[src/rtl/start_banner_overlay.sv]
// Start-screen overlay compositor: a static title banner and a blinking prompt banner,
// with per-frame fade-in, confirm flashing and a one-shot start request to the game FSM.
module start_banner_overlay #(
   parameter int          HRES          = 640,
   parameter int          TITLE_W       = 256,
   parameter int          TITLE_H       = 64,
   parameter int          TITLE_HSTART  = (HRES - 256) >> 1,
   parameter int          TITLE_VSTART  = 100,
   parameter int          PROMPT_W      = 128,
   parameter int          PROMPT_H      = 32,
   parameter int          PROMPT_HSTART = (HRES - 128) >> 1,
   parameter int          PROMPT_VSTART = 200,
   parameter logic [23:0] TITLE_RGB     = 24'hFFFFFF,
   parameter logic [23:0] PROMPT_RGB    = 24'hFFFF00,
   parameter int          FADE_STEP     = 8,
   parameter int          BLINK_FRAMES  = 20,
   parameter int          CONF_BLINK    = 4,
   parameter int          CONF_FRAMES   = 60
) (
   input  logic                          pixel_clk,
   input  logic                          rst_n,
   input  logic                          fsync,
   input  logic [1:0]                    game_state,
   input  logic signed [11:0]            hpos,
   input  logic signed [11:0]            vpos,
   input  logic                          ready_btn,
   output logic [$clog2(TITLE_H)-1:0]    title_addr,
   input  logic [TITLE_W-1:0]            title_bits,
   output logic [$clog2(PROMPT_H)-1:0]   prompt_addr,
   input  logic [PROMPT_W-1:0]           prompt_bits,
   output logic [2:0][7:0]               pixel,
   output logic                          use_overlay,
   output logic                          start_req,
   output logic [2:0]                    dbg_state
);

   localparam int TCW = $clog2(TITLE_W);
   localparam int PCW = $clog2(PROMPT_W);
   localparam int TAW = $clog2(TITLE_H);
   localparam int PAW = $clog2(PROMPT_H);
   localparam int CW  = 16;

   localparam logic [2:0] S_IDLE    = 3'd0;
   localparam logic [2:0] S_FADE    = 3'd1;
   localparam logic [2:0] S_SHOW    = 3'd2;
   localparam logic [2:0] S_CONFIRM = 3'd3;
   localparam logic [2:0] S_DONE    = 3'd4;

   localparam logic signed [11:0] T_H0 = 12'(TITLE_HSTART);
   localparam logic signed [11:0] T_H1 = 12'(TITLE_HSTART + TITLE_W);
   localparam logic signed [11:0] T_V0 = 12'(TITLE_VSTART);
   localparam logic signed [11:0] T_V1 = 12'(TITLE_VSTART + TITLE_H);
   localparam logic signed [11:0] P_H0 = 12'(PROMPT_HSTART);
   localparam logic signed [11:0] P_H1 = 12'(PROMPT_HSTART + PROMPT_W);
   localparam logic signed [11:0] P_V0 = 12'(PROMPT_VSTART);
   localparam logic signed [11:0] P_V1 = 12'(PROMPT_VSTART + PROMPT_H);

   localparam logic [TCW-1:0] T_COL0 = TCW'(TITLE_HSTART);
   localparam logic [TCW-1:0] T_LAST = TCW'(TITLE_W - 1);
   localparam logic [PCW-1:0] P_COL0 = PCW'(PROMPT_HSTART);
   localparam logic [PCW-1:0] P_LAST = PCW'(PROMPT_W - 1);
   localparam logic [TAW-1:0] T_ROW0 = TAW'(TITLE_VSTART);
   localparam logic [PAW-1:0] P_ROW0 = PAW'(PROMPT_VSTART);

   logic [2:0]      state_q, state_d;
   logic [7:0]      level_q, level_d;
   logic            blink_on_q, blink_on_d;
   logic [CW-1:0]   blink_cnt_q, blink_cnt_d;
   logic [CW-1:0]   frame_cnt_q, frame_cnt_d;
   logic            btn_q;
   logic            start_req_q, start_req_d;
   logic            use_overlay_q;

   logic            box_t_q, box_t_d;
   logic            box_p_q, box_p_d;
   logic [TCW-1:0]  col_t_q, col_t_d;
   logic [PCW-1:0]  col_p_q, col_p_d;
   logic [2:0][7:0] pixel_q, pixel_d;

   logic            btn_rise;
   logic            leave;
   logic [8:0]      lvl_sum;
   logic [CW-1:0]   blink_nxt;
   logic [CW-1:0]   frame_nxt;

   // Output scaling: channel * (level+1) / 256, exact at level 255 and zero at level 0.
   function automatic logic [7:0] scale(input logic [7:0] c, input logic [8:0] l);
      logic [15:0] p;
      p = {8'd0, c} * {7'd0, l};
      return 8'(p >> 8);
   endfunction

   assign btn_rise  = ready_btn & ~btn_q;
   assign leave     = (state_q != S_IDLE) && (game_state != 2'd0);
   assign lvl_sum   = {1'b0, level_q} + 9'(FADE_STEP);
   assign blink_nxt = blink_cnt_q + CW'(1);
   assign frame_nxt = frame_cnt_q + CW'(1);

   always_comb begin
      state_d     = state_q;
      level_d     = level_q;
      blink_on_d  = blink_on_q;
      blink_cnt_d = blink_cnt_q;
      frame_cnt_d = frame_cnt_q;
      start_req_d = 1'b0;
      case (state_q)
         S_IDLE: begin
            if (game_state == 2'd0) begin
               state_d = S_FADE;
               level_d = 8'd0;
            end
         end
         S_FADE: begin
            if (fsync) begin
               if (lvl_sum >= 9'd255) begin
                  level_d     = 8'd255;
                  state_d     = S_SHOW;
                  blink_on_d  = 1'b1;
                  blink_cnt_d = '0;
               end else begin
                  level_d = lvl_sum[7:0];
               end
            end
         end
         S_SHOW: begin
            // A button edge takes the same cycle's fsync with it.
            if (btn_rise) begin
               state_d     = S_CONFIRM;
               blink_on_d  = 1'b1;
               blink_cnt_d = '0;
               frame_cnt_d = '0;
            end else if (fsync) begin
               if (blink_nxt == CW'(BLINK_FRAMES)) begin
                  blink_cnt_d = '0;
                  blink_on_d  = ~blink_on_q;
               end else begin
                  blink_cnt_d = blink_nxt;
               end
            end
         end
         S_CONFIRM: begin
            if (fsync) begin
               if (frame_nxt == CW'(CONF_FRAMES)) begin
                  state_d     = S_DONE;
                  start_req_d = 1'b1;
                  blink_on_d  = 1'b1;
                  blink_cnt_d = '0;
                  frame_cnt_d = '0;
               end else begin
                  frame_cnt_d = frame_nxt;
                  if (blink_nxt == CW'(CONF_BLINK)) begin
                     blink_cnt_d = '0;
                     blink_on_d  = ~blink_on_q;
                  end else begin
                     blink_cnt_d = blink_nxt;
                  end
               end
            end
         end
         S_DONE: begin
            blink_on_d = 1'b1;
         end
         default: begin
            state_d = S_IDLE;
            level_d = 8'd0;
         end
      endcase
      if (leave) begin
         state_d     = S_IDLE;
         level_d     = 8'd0;
         blink_on_d  = 1'b1;
         blink_cnt_d = '0;
         frame_cnt_d = '0;
         start_req_d = 1'b0;
      end
   end

   // S0: ROM row addresses go out combinationally; box tests and columns are registered
   // so they line up with the ROM data one cycle later.
   always_comb begin
      title_addr  = vpos[TAW-1:0] - T_ROW0;
      prompt_addr = vpos[PAW-1:0] - P_ROW0;
      box_t_d     = (vpos >= T_V0) && (vpos < T_V1) && (hpos >= T_H0) && (hpos < T_H1);
      box_p_d     = (vpos >= P_V0) && (vpos < P_V1) && (hpos >= P_H0) && (hpos < P_H1);
      col_t_d     = hpos[TCW-1:0] - T_COL0;
      col_p_d     = hpos[PCW-1:0] - P_COL0;
   end

   logic        hit_t, hit_p, show_prompt;
   logic [23:0] rgb;
   logic [8:0]  lvl_p1;

   always_comb begin
      show_prompt = (state_q == S_SHOW) || (state_q == S_CONFIRM) || (state_q == S_DONE);
      hit_t       = box_t_q & title_bits[T_LAST - col_t_q];
      hit_p       = box_p_q & prompt_bits[P_LAST - col_p_q] & blink_on_q & show_prompt;
      rgb         = 24'd0;
      if (state_q != S_IDLE) begin
         if (hit_t) begin
            rgb = TITLE_RGB;
         end else if (hit_p) begin
            rgb = PROMPT_RGB;
         end
      end
      lvl_p1     = {1'b0, level_q} + 9'd1;
      pixel_d[2] = scale(rgb[23:16], lvl_p1);
      pixel_d[1] = scale(rgb[15:8],  lvl_p1);
      pixel_d[0] = scale(rgb[7:0],   lvl_p1);
   end

   always_ff @(posedge pixel_clk) begin
      if (!rst_n) begin
         state_q       <= S_IDLE;
         level_q       <= 8'd0;
         blink_on_q    <= 1'b1;
         blink_cnt_q   <= '0;
         frame_cnt_q   <= '0;
         btn_q         <= 1'b0;
         start_req_q   <= 1'b0;
         use_overlay_q <= 1'b0;
         box_t_q       <= 1'b0;
         box_p_q       <= 1'b0;
         col_t_q       <= '0;
         col_p_q       <= '0;
         pixel_q       <= '0;
      end else begin
         state_q       <= state_d;
         level_q       <= level_d;
         blink_on_q    <= blink_on_d;
         blink_cnt_q   <= blink_cnt_d;
         frame_cnt_q   <= frame_cnt_d;
         btn_q         <= ready_btn;
         start_req_q   <= start_req_d;
         use_overlay_q <= (state_q != S_IDLE);
         box_t_q       <= box_t_d;
         box_p_q       <= box_p_d;
         col_t_q       <= col_t_d;
         col_p_q       <= col_p_d;
         pixel_q       <= pixel_d;
      end
   end

   assign pixel       = pixel_q;
   assign use_overlay = use_overlay_q;
   assign start_req   = start_req_q;
   assign dbg_state   = state_q;

endmodule
[config.mk]
export PLATFORM = sky130hd
export DESIGN_NAME = start_banner_overlay
export DESIGN_NICKNAME = d
export VERILOG_FILES = /design/src/rtl/start_banner_overlay.sv
export SDC_FILE = /design/constraint.sdc
export NUM_CORES = 1
export LEC_CHECK = 0
export ABC_AREA = 1
export CAP_MARGIN = 20
export CORE_AREA = 2 2 177 179
export DETAILED_ROUTE_END_ITERATION = 12
export DIE_AREA = 0 0 179 181
export PLACE_DENSITY_LB_ADDON = 0.08
export SYNTH_ARGS = -nofsm -noshare
export SYNTH_HDL_FRONTEND = slang
export SYNTH_SLANG_ARGS = --single-unit
[constraint.sdc]
create_clock -name pixel_clk -period 6.5 [get_ports pixel_clk]
set_input_delay 1.3 -clock pixel_clk [delete_from_list [all_inputs] [get_ports pixel_clk]]
set_output_delay 1.3 -clock pixel_clk [all_outputs]
set_load 0.005 [all_outputs]
# Word level (Yosys, flattened, before mapping)
# Index checks and enable logic that the tools add are counted.
dict set report word_totals {
  reg_bits 88
  input_bits 414
}
dict set report op_classes {
  add_sub_neg 9
  multipliers 3
  order_cmp 11
  eq_ne 16
  mux 41
  n_bitwise 12
  reduce_logical 24
}
# operator count
set op_table {}
lappend op_table {{$mux W16} 11}
lappend op_table {{$mux W24} 3}
lappend op_table {{$mul A8 B9 Y16} 3}
lappend op_table {{$pmux W16 S3} 1}
lappend op_table {{$add A16 B1 Y16 const B} 2}
lappend op_table {{$pmux W16 S2} 1}
lappend op_table {{$ge A12 B9 Y1 const B} 2}
lappend op_table {{$lt A12 B10 Y1 const B} 2}
lappend op_table {{$lt A12 B9 Y1 const B} 2}
lappend op_table {{$mux W8} 3}
lappend op_table {{$pmux W8 S3} 1}
lappend op_table {{$mux W3} 6}
lappend op_table {{$eq A16 B3 Y1 const B} 1}
lappend op_table {{$eq A16 B5 Y1 const B} 1}
lappend op_table {{$eq A16 B6 Y1 const B} 1}
lappend op_table {{$pmux W3 S5} 1}
lappend op_table {{$reduce_and A7 Y1} 2}
lappend op_table {{$ge A12 B10 Y1 const B} 1}
lappend op_table {{$ge A12 B8 Y1 const B} 1}
lappend op_table {{$ne A2 B2 Y1 const B} 6}
lappend op_table {{$mux W1} 11}
lappend op_table {{$add A8 B1 Y9 const B} 1}
lappend op_table {{$add A8 B4 Y9 const B} 1}
lappend op_table {{$ge A9 B8 Y1 const B} 1}
lappend op_table {{28 further kinds} 51}

# Longest topological paths before layout
# Gate-level depths: netlist (run 1).
dict set report logic_depth {
  word_depth 10
  depth_mapped 38
}

# Worst setup path after synthesis (run 1)
# No wires, ideal clock.
dict set report synth_path {
  kind {input to register}
  from {in title_bits[88]}
  to {reg pixel_q, in the netlist pixel[15]}
  setup_time_ns 0.121
  arrival_time_ns 5.699
  required_time_ns 6.379
  setup_slack_ns 0.681
  path_stages 28
  cell_sequence {nand2_1 -> nand3_1 -> nand3_1 -> nand3_1 -> nand2_1 -> nand2_1 -> nand3_1 -> nand3_1 -> nand3_1 -> nand2_2 -> nand2_4 -> buf_6 -> a21oi_2 -> fa_1 -> fa_1 -> fa_1 -> fa_1 -> inv_1 -> ha_1 -> nand2_1 -> nor2_1 -> nand4_1 -> o2111ai_1 -> nand2_1 -> inv_1 -> or2_2 -> o21ai_0 -> a21oi_1}
}
dict set report synth_between {
  elab_chain_len 6
}
# item line
set synth_lines {}
lappend synth_lines {{start, declared} 28} ;# input logic [TITLE_W-1:0] title_bits,
lappend synth_lines {{$bmux W1 S8} 195} ;# hit_t = box_t_q & title_bits[T_LAST - col_t_q];
lappend synth_lines {{$mux W1 (not written as such)} 195}
lappend synth_lines {{$and A1 B1 Y1} 195}
lappend synth_lines {{$mux W24} 199} ;# if (hit_t) begin
lappend synth_lines {{$mux W24} 198} ;# if (state_q != S_IDLE) begin
lappend synth_lines {{$mul A8 B9 Y16} 89} ;# p = {8'd0, c} * {7'd0, l};
lappend synth_lines {{end signal, assigned} 239} ;# pixel_q <= pixel_d;
lappend synth_lines {{end, declared} 78} ;# logic [2:0][7:0] pixel_q, pixel_d;
# No other way between the ends. The select of a mux whose other input is x is not followed.
# A chain may end at the register's enable or synchronous reset.

# Worst setup path in the final report (run 1)
dict set report layout_path {
  from {in title_bits[255]}
  to {reg pixel_q, in the netlist pixel[15]}
}
# Same word-level chain as after synthesis.

==> results of run 1 <==
[through the flow]
stage / setup TNS, ns / util (%)
after global routing: -0.00620 / 53.5
after floorplan: 0 / -
after detailed placement: -1.60 / 51.7
after global placement: -1.43 / 51.7
after CTS: 0 / 52.7
final: 0 / 53.5
[power by group through the flow]
stage	Clock, mW	Combinational [mW]	Sequential (mW)
floorplan	0	0.372	0.477
detailed placement	0	0.751	0.484
global placement	0	0.747	0.484
CTS	0.545	0.755	0.475
global route	0.558	0.837	0.477
finish	0.524	0.760	0.475
[state kept, by name, indices dropped and copies added (netlist names)]
| register | cells |
|---|---|
| btn_q | 1 |
| col_t_q | 8 |
| col_p_q | 1 |
| start_req | 1 |
| box_p_q | 1 |
| frame_cnt_q | 16 |
| blink_cnt_q | 16 |
| use_overlay | 1 |
| pixel | 16 |
| box_t_q | 1 |
| level_q | 6 |
| blink_on_q | 1 |
| dbg_state | 3 |
[cells by family after synthesis]
| group | share of synthesized area (%) |
|---|---|
| AO/OA/AOI/OAI | 10.6 |
| XOR/XNOR | 1.48 |
| adder cells (fa/ha/maj) | 17.3 |
| buffers and inverters | 13.1 |
| flip-flops | 13.5 |
| AND/OR/NAND/NOR | 44.0 |
[area by class of cell]
cell class | count | area share (%)
timing repair buffer | 529 | 32.0
sequential | 72 | 8.93
tap | 396 | 3.05
inverter | 193 | 4.48
antenna | 10 | 0.154
clock buffer | 11 | 1.56
clock inverter | 5 | 0.331
multi-input combinational | 1389 | 49.5
[how the worst max path moves through the flow]
stage	from	end	slack [ns]	cells after the start
6_report	title_bits[255]	pixel[15]	0.26	31
5_1_grt	title_bits[240]	pixel[15]	-0.006	31
4_1_cts	title_bits[244]	pixel[13]	0.1	30
3_5_place_dp	title_bits[244]	pixel[13]	-0.26	30
3_3_place_gp	title_bits[248]	pixel[15]	-0.26	29
2_1_floorplan	title_bits[88]	pixel[15]	0.68	28
[worst register-to-register path, delay by kind of cell, from the launching register on]
| family | cells | cell delay, ns |
|---|---|---|
| buf+inv | 6 | 1.10 |
| flops | 1 | 0.44 |
| fa+ha+maj | 5 | 2.07 |
| simple gates | 18 | 1.99 |
| compound gates | 3 | 0.30 |
[layer usage]
layer	vias up	wire, um	track usage, %
li1	6590	-	-
met1	6046	19900	36.1
met2	514	20200	42.6
met4	0	1260	8.94
met3	76	4570	7.98
met5	-	0	0
[timing repair]
action / in CTS / in global routing
setup endpoints to repair: 0 / 12
gates resized for setup: 0 / 46
hold buffers: 0 / 0
[cell usage in the layout, fill, tap and decap left out, types with 5 or more instances in the layout]
master,instances
xnor2_1,5
a21oi_2,10
o21bai_1,8
buf_12,7
nand3_2,19
xor2_1,13
nor2_1,110
clkbuf_16,9
nand2_1,524
buf_4,69
o21a_1,5
ha_1,65
diode_2,10
nand3_1,309
o21ai_0,71
dfxtp_1,69
nor3_1,16
nor2_2,12
ha_4,9
inv_2,8
nand4_1,19
o21ai_1,11
clkdlybuf4s50_1,452
nand2_2,13
o22ai_1,26
fa_1,45
inv_1,183
a21oi_1,62
==> results.ini, run 1 <==
[cells_and_area]
seqCellArea_mm2=0.00145
final_area_mm2=0.0162
final_cells=2605
fillCellCount=3063
synthToLayoutAreaGrowth_pct=52.5
multi_input_area_mm2=0.00804
nets=2728
drive_above_1_share_pct=8.78

[grt]
track_usage_pct=27.4
grt_antenna_before_repair=10
grt_pass1_wl_um=69100
grt-ovfl-total=0
grt_max_degree=101
grt_pass1_vias=12633

[die]
core_area_mm2=0.0303
die_w_um=179
core.rowCount=64
die_area_mm2=0.0324
ios=454
initial_core_util_pct=35.1
die_height_um=181

[yosys]
avgSynthCellArea_um2=6.06
synth_top_cells_by_count=532 x nand2_1, 317 x nand3_1, 187 x inv_1
synth_most_common_cell=nand2_1
syn_area_mm2=0.0107
synth_top_area_share_pct=18.7
synth_seq_area_share_pct=13.5
synth-seq-cells=72
syn_inst=1759
synthTopCellsByArea=nand2_1 19%, nand3_1 15%, dfxtp_1 14%, ha_1 8.7%, fa_1 8.6%
syn_nets=2293
async_flop_share_pct=0
yosys.cell_types.count=50
yosysWarnings=0
synth-main-ff-cell=dfxtp_1
synth_largest_area_cell=nand2_1
synth_edf_count=0

[timing]
drv_slew=0
fmax_ghz=0.160
holdWs_ns=0.481
finalClockSkew_ns=0.00816
relSlewSlack_pct=45.5
worstMarginPinSlew_ns=0.815
setup_violations=0
min_period_ns=6.24
period_share_pct=96.0
finalWorstSetupSlack_ns=0.257
hold_viol_final=0

[clocking]
clkSinkCount=72
post_cts_buffers=0
cts_tree=built
clock_latency_ns=0.35
clockRootBuffer=clkbuf_16
clockBufferDepth=2
htree_num_levels=3
cts_buffers=9
path_clk_slew_ns=0.06

[detailed_routing]
viasPerCell=5.08
detail_route.wl_per_cell_um=17.6
ant_nets=0
drt_iter0_markers=825
totalWireLength_um=45900
drc=0
dr_total_vias=13226
dr.pass1.iters=5

[worst_hold_path]
whs_path_depth=2
whs_endpoint=frame_cnt_q[14]
min_from=frame_cnt_q[14]
hold_path_class=reg -> reg

[worst_setup_path]
cp_max_fo=8
startpoint_type=primary input
rr_startpoint=col_t_q[0]
slowest_stage=fa_1
cp_data_arrival_time_ns=6.47
reg2reg_to=pixel[15]
r2r_cells=32
crit_buf_inv=5
crit_type=in -> reg
rrSetupSlack_ns=0.50
crit_path_end_kind=flop
critPathTopFamily=adder cells
max_stage_delay_ns=0.56
cp.required_ns=6.73

[placed_design]
dp_cells=2579
port_buffers=453
dp_slack_ns=-0.258
gp_congestion=0.932
post_dp_cell_area_mm2=0.0157
dp_hpwl_um=36500

[power]
p_comb_share_pct=43.2
p_per_area_mw_per_mm2=108
ir_worst_vdd_v=0.000132
seqPwrFrac_pct=27.0
internal-power_mw=1.15
p_leak_nw=7.40
clockPowerShare_pct=29.8
p_switching_mw=0.612
finalPower_mw=1.76
swShare_pct=34.8

[run_status]
status=finished, final reports clean

[run]
maxCapViolCount=0

(Power assumes the default switching activity.)
==> run 2, diff against run 1 <==
--- a/config.mk
+++ b/config.mk
@@ -6,6 +6,7 @@
 export NUM_CORES = 1
 export LEC_CHECK = 0
 export ABC_AREA = 1
+export ABC_CLOCK_PERIOD_IN_PS = 5400
 export CAP_MARGIN = 20
 export CORE_AREA = 2 2 177 179
 export DETAILED_ROUTE_END_ITERATION = 12
==> constraint.sdc (replaced) <==
create_clock -name pixel_clk -period 5.4 [get_ports pixel_clk]
set_input_delay 1.08 -clock pixel_clk [delete_from_list [all_inputs] [get_ports pixel_clk]]
set_output_delay 1.08 -clock pixel_clk [all_outputs]
set_load 0.005 [all_outputs]
==> results.ini, run 2 (same netlist as run 1, synthesis figures left out) <==
[detailed_routing]
totalWireLength_um=51200
dr.pass1.iters=5
drc=0
viasPerCell=5.20
detail_route.wl_per_cell_um=18.9
ant_nets=0
dr_total_vias=14097
drt_iter0_markers=740

[grt]
grt-ovfl-total=0
grt_max_degree=39
grt_pass1_vias=13816
grt_antenna_before_repair=25
track_usage_pct=30.1
grt_pass1_wl_um=75000

[power]
p_leak_nw=8.93
finalPower_mw=2.23
ir_worst_vdd_v=0.000134
p_per_area_mw_per_mm2=122

[timing]
finalClockSkew_ns=0.00602
setup_violations=10
min_period_ns=5.59
hold_viol_final=0
worstMarginPinSlew_ns=0.862
relSlewSlack_pct=42.3
finalWorstSetupSlack_ns=-0.185
fmax_ghz=0.179
grt_setup_unrepaired=yes
fin_tns_setup_ns=-1.03
period_share_pct=103
drv_slew=0

[worst_setup_path]
startpoint_type=primary input
max_stage_delay_ns=0.58
cp_data_arrival_time_ns=5.83
cp.required_ns=5.64
cp_max_fo=7
crit_type=in -> reg
crit_top_cell=nand2_1
slowest_stage=fa_1
crit_path_end_kind=flop
r2r_cells=32

[cells_and_area]
layout_common_cells=482 x nand2_1, 346 x dlygate4sd2_1, 178 x nand3_1
final_area_mm2=0.0183
final_common_cell=nand2_1
nets=2820
final_util_pct=60.2
drive_above_1_share_pct=22.3
synthToLayoutAreaGrowth_pct=71.4

[worst_hold_path]
whs_path_depth=2
hold_path_class=reg -> reg

[run]
maxCapViolCount=0

[die]
die_w_um=179
die_height_um=181
ios=454
die_area_mm2=0.0324
core.rowCount=64
initial_core_util_pct=35.1
core_area_mm2=0.0303

[clocking]
cts_tree=built
cts_hold_buf=0
cts_buffers=9
clock_latency_ns=0.35
clockBufferDepth=2
clockRootBuffer=clkbuf_16
clkSinkCount=72
path_clk_slew_ns=0.06
htree_num_levels=3

[placed_design]
port_buffers=453
post_dp_cell_area_mm2=0.0162
dp_hpwl_um=38400
dp_slack_ns=-1.02
gp_congestion=1.00

[run_status]
violations=negative setup slack
status=finished with violations

==> run 2: metrics by stage <==
stage                     instances  hold WS, ns
final                          2710        0.482
after global routing           2708        0.502
after CTS                      2665        0.480
after detailed placement       2626        0.469
after global placement         2626        0.464
after floorplan                1759        0.455
==> run 2: repair_timing <==
action,CTS,global route
endpoints found under the setup margin,16,13
cloned,7,6
gates resized for setup,719,90
pin swaps,470,62
buffers inserted,19,19
==> run 2: worst paths after layout <==
| path | from | end | slack [ns] |
|---|---|---|---|
| worst min register to register | frame_cnt_q[14] | frame_cnt_q[14] | 0.48 |
| worst min-delay path | frame_cnt_q[14] | frame_cnt_q[14] | 0.48 |
| worst max-delay path | title_bits[249] | pixel[6] | -0.19 |
| worst max register to register | col_t_q[0] | pixel[6] | -0.18 |
==> run 2: area by class of cell <==
| class | instances | area, um^2 |
|---|---|---|
| inverter | 193 | 741 |
| fill | 3062 | 12100 |
| antenna | 23 | 57.6 |
| clock inverter | 4 | 51.3 |
| clock buffer | 12 | 246 |
| timing repair buffer | 621 | 6070 |
| multi-input combinational | 1389 | 9140 |
| sequential | 72 | 1450 |
| tap | 396 | 495 |
==> run 2: worst max-delay path, delay by kind of cell <==
family | cells | cell delay (ns)
compound gates | 2 | 0.27
buf+inv | 4 | 0.47
simple gates | 19 | 1.62
fa+ha+maj | 5 | 2.40
==> run 2: layer usage <==
| layer | vias up | global-route usage (%) | routed length [um] |
|---|---|---|---|
| met1 | 6629 | 37.0 | 21200 |
| met5 | - | 0 | 27 |
| met3 | 99 | 8.19 | 4400 |
| met2 | 554 | 50.1 | 24100 |
| li1 | 6811 | - | - |
| met4 | 4 | 10.9 | 1430 |
==> run 2: report_power, final <==
| group | total [mW] | switching [mW] | internal [mW] |
|---|---|---|---|
| registers | 0.568 | 0.0178 | 0.550 |
| logic | 1.04 | 0.562 | 0.474 |
| clock network | 0.625 | 0.252 | 0.373 |
